==> config.mk <==
export PLATFORM = sky130hd
export DESIGN_NAME = dma_xfer_striper
export DESIGN_NICKNAME = d
export VERILOG_FILES = /design/src/rtl/dma_xfer_striper.sv
export SDC_FILE = /design/constraint.sdc
export NUM_CORES = 1
export LEC_CHECK = 0
export ABC_AREA = 1
export BUFFER_PORTS_ARGS = -buffer_cell sky130_fd_sc_hd__buf_2
export CAP_MARGIN = 30
export CELL_PAD_IN_SITES_DETAIL_PLACEMENT = 0
export CELL_PAD_IN_SITES_GLOBAL_PLACEMENT = 1
export CORE_ASPECT_RATIO = 1.4
export CORE_MARGIN = 8
export CORE_UTILIZATION = 39
export CTS_BUF_LIST = sky130_fd_sc_hd__clkbuf_4 sky130_fd_sc_hd__clkbuf_8 sky130_fd_sc_hd__clkbuf_16
export CTS_CLUSTER_SIZE = 10
export DETAILED_ROUTE_END_ITERATION = 6
export PLACE_DENSITY_LB_ADDON = 0.05
export SYNTH_ARGS = -nofsm -noshare
export SYNTH_HDL_FRONTEND = slang
export SYNTH_SLANG_ARGS = --single-unit
==> constraint.sdc <==
create_clock -name clk -period 6.55 [get_ports clk]
set_clock_uncertainty 0.1 [all_clocks]
set_input_delay 0.9825 -clock clk [delete_from_list [all_inputs] [get_ports clk]]
set_output_delay 0.9825 -clock clk [all_outputs]
set_load 0.02 [all_outputs]
==> src/rtl/dma_xfer_striper.sv <==
// ============================================================================
// dma_xfer_striper : splits one DMA descriptor into fixed-size chunks issued
// round-robin across parallel transfer channels; one irq per descriptor.
// Revision: 1.0
// ============================================================================
`default_nettype none

module dma_xfer_striper #(
  parameter int NUM_CHAN    = 4,
  parameter int SRC_AW      = 48,
  parameter int DST_AW      = 48,
  parameter int LEN_W       = 32,
  parameter int CHUNK_BYTES = 4096,
  parameter int CNT_W       = 24
) (
  input  logic                       clk,
  input  logic                       reset,
  input  logic                       desc_valid,
  output logic                       desc_ready,
  input  logic [SRC_AW-1:0]          desc_src,
  input  logic [DST_AW-1:0]          desc_dst,
  input  logic [LEN_W-1:0]           desc_len,
  input  logic                       desc_fence,
  output logic [NUM_CHAN-1:0]        chan_valid,
  input  logic [NUM_CHAN-1:0]        chan_ready,
  output logic [NUM_CHAN*SRC_AW-1:0] chan_src,
  output logic [NUM_CHAN*DST_AW-1:0] chan_dst,
  output logic [NUM_CHAN*LEN_W-1:0]  chan_len,
  input  logic [NUM_CHAN-1:0]        chan_done,
  output logic                       fence_valid,
  input  logic                       fence_ready,
  output logic                       irq,
  output logic                       busy,
  output logic                       err
);

  localparam int RR_W = (NUM_CHAN > 1) ? $clog2(NUM_CHAN) : 1;
  localparam int PC_W = $clog2(NUM_CHAN + 1);
  localparam logic [LEN_W-1:0] CHUNK_LEN = LEN_W'(CHUNK_BYTES);
  localparam logic [RR_W-1:0]  RR_LAST   = RR_W'(NUM_CHAN - 1);

  typedef enum logic [2:0] {
    S_IDLE  = 3'd0,
    S_SPLIT = 3'd1,
    S_WAIT  = 3'd2,
    S_FENCE = 3'd3,
    S_IRQ   = 3'd4
  } state_t;

  state_t state, state_next;

  logic [SRC_AW-1:0] cur_src;
  logic [DST_AW-1:0] cur_dst;
  logic [LEN_W-1:0]  remaining;
  logic              fence_req;
  logic [RR_W-1:0]   rr;
  logic [CNT_W-1:0]  issued;
  logic [CNT_W-1:0]  done_cnt;
  logic              err_q;

  logic              accept;
  logic              issue;
  logic              counting;
  logic              slot_free;
  logic [LEN_W-1:0]  chunk_len;
  logic [PC_W-1:0]   done_inc;
  logic [CNT_W:0]    done_sum;
  logic              done_over;
  logic [CNT_W-1:0]  done_sat;
  logic              all_done;

  always_comb begin
    done_inc = '0;
    for (int i = 0; i < NUM_CHAN; i++) begin
      done_inc = done_inc + PC_W'(chan_done[i]);
    end
  end

  // A slot counts as free if it is empty or is being drained this very cycle.
  assign slot_free = !chan_valid[rr] || chan_ready[rr];
  assign chunk_len = (remaining > CHUNK_LEN) ? CHUNK_LEN : remaining;
  assign done_sum  = {1'b0, done_cnt} + (CNT_W+1)'(done_inc);
  assign done_over = done_sum > {1'b0, issued};
  assign done_sat  = done_over ? issued : done_sum[CNT_W-1:0];
  assign all_done  = (done_sat == issued);
  assign busy      = (state != S_IDLE);
  assign err       = err_q;

  always_ff @(posedge clk) begin
    if (reset) begin
      state <= S_IDLE;
    end else begin
      state <= state_next;
    end
  end

  always_comb begin
    state_next  = state;
    desc_ready  = 1'b0;
    fence_valid = 1'b0;
    irq         = 1'b0;
    issue       = 1'b0;
    accept      = 1'b0;
    counting    = 1'b0;
    case (state)
      S_IDLE: begin
        desc_ready = 1'b1;
        if (desc_valid) begin
          accept     = 1'b1;
          state_next = S_SPLIT;
        end
      end
      S_SPLIT: begin
        counting = 1'b1;
        if (remaining == '0) begin
          state_next = S_WAIT;
        end else if (slot_free) begin
          issue = 1'b1;
        end
      end
      S_WAIT: begin
        // Uses the post-update done count so irq follows the last pulse by one cycle.
        counting = 1'b1;
        if ((chan_valid == '0) && all_done) begin
          state_next = fence_req ? S_FENCE : S_IRQ;
        end
      end
      S_FENCE: begin
        counting    = 1'b1;
        fence_valid = 1'b1;
        if (fence_ready) begin
          state_next = S_IRQ;
        end
      end
      S_IRQ: begin
        irq        = 1'b1;
        state_next = S_IDLE;
      end
      default: state_next = S_IDLE;
    endcase
  end

  always_ff @(posedge clk) begin
    if (reset) begin
      cur_src   <= '0;
      cur_dst   <= '0;
      remaining <= '0;
      fence_req <= 1'b0;
      rr        <= '0;
      issued    <= '0;
      done_cnt  <= '0;
      err_q     <= 1'b0;
    end else begin
      if (accept) begin
        cur_src   <= desc_src;
        cur_dst   <= desc_dst;
        remaining <= desc_len;
        fence_req <= desc_fence;
        rr        <= '0;
        issued    <= '0;
        done_cnt  <= '0;
      end else if (issue) begin
        cur_src   <= cur_src + SRC_AW'(chunk_len);
        cur_dst   <= cur_dst + DST_AW'(chunk_len);
        remaining <= remaining - chunk_len;
        issued    <= issued + CNT_W'(1);
        rr        <= (rr == RR_LAST) ? '0 : rr + RR_W'(1);
      end
      if (counting) begin
        done_cnt <= done_sat;
        if (done_over) begin
          err_q <= 1'b1;
        end
      end else if (|chan_done) begin
        err_q <= 1'b1;
      end
    end
  end

  generate
    for (genvar i = 0; i < NUM_CHAN; i++) begin : g_chan
      logic              load;
      logic              v_q;
      logic [SRC_AW-1:0] s_q;
      logic [DST_AW-1:0] d_q;
      logic [LEN_W-1:0]  l_q;

      assign load = issue && (rr == RR_W'(i));

      always_ff @(posedge clk) begin
        if (reset) begin
          v_q <= 1'b0;
          s_q <= '0;
          d_q <= '0;
          l_q <= '0;
        end else if (load) begin
          v_q <= 1'b1;
          s_q <= cur_src;
          d_q <= cur_dst;
          l_q <= chunk_len;
        end else if (chan_ready[i]) begin
          v_q <= 1'b0;
        end
      end

      assign chan_valid[i]                  = v_q;
      assign chan_src[i*SRC_AW +: SRC_AW]   = s_q;
      assign chan_dst[i*DST_AW +: DST_AW]   = d_q;
      assign chan_len[i*LEN_W +: LEN_W]     = l_q;
    end
  endgenerate

endmodule

`default_nettype wire
==> metrics.yaml <==
grt:
  grt_pass1_wl_um: 198000
  grt.overflow.total: 0
  gr-usage-all-layers_pct: 27.2
  grt_pass1_vias: 31400
  grt_max_degree: 118
  antenna_found_initial: 53
clocking:
  cts_tree: "done"
  clock_latency_ns: 0.66
  cts_resized: 0
  clockRootBuffer: "clkbuf_16"
  clk_path_buf_depth: 3
  htree_levels: 3
  cts_setup_buffers: 0
  cts.reportedPaths.clkPinSlew_ns: 0.06
  cts.sinks: 699
  cts_buffers: 81
  ctsHoldBuffers: 0
yosys:
  syn_area_um2: 32500
  synth_edf_count: 0
  syn_area_per_cell_um2: 7.08
  seq_area_frac_synth_pct: 43.0
  synth_top_area_share_pct: 43.0
  synth_cell_types: 55
  ys_top_cells_by_area: "dfxtp_1 43%, nand2_1 14%, a21oi_1 9.6%, nor2_1 5.6%, o21ai_0 4.9%"
  synth_area_leader_cell: "dfxtp_1"
  ys_ff_latch: 699
  syn_inst: 4593
  ys.flop_type: "dfxtp_1"
  postSynth.asyncResetShare_pct: 0
  yosys_warnings: 0
sta:
  final-max-slew-violation-count: 0
  setup_viol: 0
  setup_ws_ns: 1.16
  max_freq_ghz: 0.185
  worst_pin_slew_ns: 0.973
  hold_slack_ns: 0.334
  relSlewSlack_pct: 35.1
  finalCritPeriodShare_pct: 82.4
  rsz0062_at_grt: "false"
  fin_crit_ns: 5.39
  fin_setup_tns_ns: 0
  hold_violations: 0
drt:
  wl_um: 133000
  routed_via_density: 5.17
  drtPass1Iterations: 5
  drtIter0Drc: 1990
  drt-wirelength-per-cell_um: 21.1
  drc: 0
  ant_nets: 0
  vias: 32400
place:
  place_inst: 6139
  place_area_um2: 36600
  hpwl_um: 96400
  pre_cts_ws_ns: 0.519
  gp_congestion: 0.868
  io_buffers: 661
setup_path:
  worstSetupEndpointType: "flip-flop"
  cpMostUsedCell: "nand2_1"
  cp_max_fo: 77
  cp_top_family: "simple AND/OR/NAND/NOR gates"
  cp_slowest_cell: "fa_1"
  start_kind: "input pin"
  crit_type: "in2reg"
  required_ns: 6.97
  crit_arrival_ns: 5.82
  cp_slowest_stage_delay_ns: 0.53
  crit_buf_inv: 7
pwr:
  p_leak_uw: 0.0176
  powerDensity_nw_per_um2: 396
  ir_drop_mv: 0.289
min_path:
  hp-class: "reg2reg"
run:
  maxCapViolations: 0
final_layout:
  drive_above_1_share_pct: 16.8
  design_area_um2: 39000
  area_growth_pct: 20.0
  fin_cells: 6275
  nFillCells: 8787
  fin_nets: 5387
die:
  start_util_pct: 39.3
  fp.dieW_um: 260
  die-area_um2: 93000
  pin_count: 662
  num_rows: 125
  die_h_um: 358
  core_area_um2: 82700
outcome:
  status: "complete, no violations"
-- routing by layer --
layer	wire length [um]	GRT usage, %	share of wire, %	vias to the layer above
met2	64900	47.3	49	942
met5	185	0	0.14	-
met3	9820	6.73	7.4	245
met4	5540	11.5	4.2	30
met1	52100	31.5	39	15000
li1	-	-	-	16200
-- sequential cells by signal, summed over array words and instances (netlist names) --
| name | cells |
|---|---|
| g_chan.v_q | 4 |
| fence_req | 1 |
| done_cnt | 24 |
| remaining | 32 |
| issued | 24 |
| cur_dst | 48 |
| err | 1 |
| rr | 2 |
| cur_src | 48 |
| g_chan.s_q | 192 |
| g_chan.l_q | 128 |
| g_chan.d_q | 192 |
| state | 3 |
-- worst register-to-register path, stage by stage (launching register included) --
cell and delay (ns):
dfxtp_1 0.36, nor2_2 0.16, nand2_1 0.16, nor2_2 0.35, inv_1 0.07, nand2_1 0.11
nand2_4 0.19, nor2_1 0.72, ha_1 0.42, a21o_1 0.20, a21oi_1 0.42, o21ai_0 0.29
a21oi_1 0.34, o21ai_0 0.31, a21oi_1 0.39, nor2_1 0.10, xor2_1 0.15, o21ai_0 0.16
a21oi_1 0.08
-- Yosys cell counts, types with 11 or more instances --
cell and count:
xnor2_1 26, nand4_1 23, nand2_1 1224, a31oi_1 49, o211ai_1 41, o21bai_1 13
inv_2 17, nand3b_1 12, buf_1 13, buf_2 56, nor3_1 36, dfxtp_1 699
nand3_1 159, clkbuf_1 175, inv_1 291, o221ai_1 33, or2_2 20, buf_4 17
o21a_1 11, nor2_1 486, a21oi_1 624, xor2_1 51, ha_1 96, o21ai_1 14
a21o_1 16, o21ai_0 316
-- logic make-up after synthesis --
logic type | Yosys count | synth area share [%]
other | 2 | 0.0231
DFF | 699 | 43.0
xor gates and xnor gates | 78 | 2.12
AOI/OAI and AO/OA | 1137 | 18.9
buffers and inverters | 572 | 7.02
and+or+nand+nor | 2004 | 24.9
adders and majority gates | 101 | 4.00
-- stage by stage --
stage / power [uW] / util (%)
2_1_floorplan: 9420 / -
3_3_place_gp: 11200 / 44.1
3_5_place_dp: 11300 / 44.2
4_1_cts: 15500 / 47.0
5_1_grt: 16500 / 47.1
6_report: 15400 / 47.2
-- power breakdown --
group	total (uW)	internal [uW]	switching (uW)	leakage [uW]
Sequential	5580	4800	780	0.00566
Clock	4160	2320	1840	0.00114
Combinational	5700	1740	3960	0.0108
-- cell usage in the layout (no fill, tap or decap), drive strengths merged, types with 42 or more instances in the layout --
cell type  instances
nand2           1234
nor2             495
dfxtp            699
o211ai            42
clkbuf            94
a31oi             49
buf              693
nand3            162
xor2              52
inv              312
ha                96
a21oi            624
o21ai            331
-- final cells by class --
type / count / area [um^2] / area share, %
diodes: 32 / 80.1 / 0.205
clock buffers: 94 / 2140 / 5.49
flip-flops and latches: 699 / 14000 / 35.9
repair buffers: 693 / 3670 / 9.42
multi-input cells: 3359 / 16400 / 42.1
well taps: 1079 / 1350 / 3.46
inverters: 311 / 1190 / 3.05
clock inverters: 8 / 174 / 0.446
-- final timing paths --
check	from	end	slack (ns)	depth (start not counted)
hold / removal	g_chan[3].l_q[30]	g_chan[3].l_q[30]	0.33	2
setup / recovery	chan_done[0]	state[1]	1.16	34
hold reg to reg	g_chan[3].l_q[30]	g_chan[3].l_q[30]	0.33	2
setup reg to reg	remaining[14]	cur_src[41]	1.35	18
(Power assumes the default switching activity.)
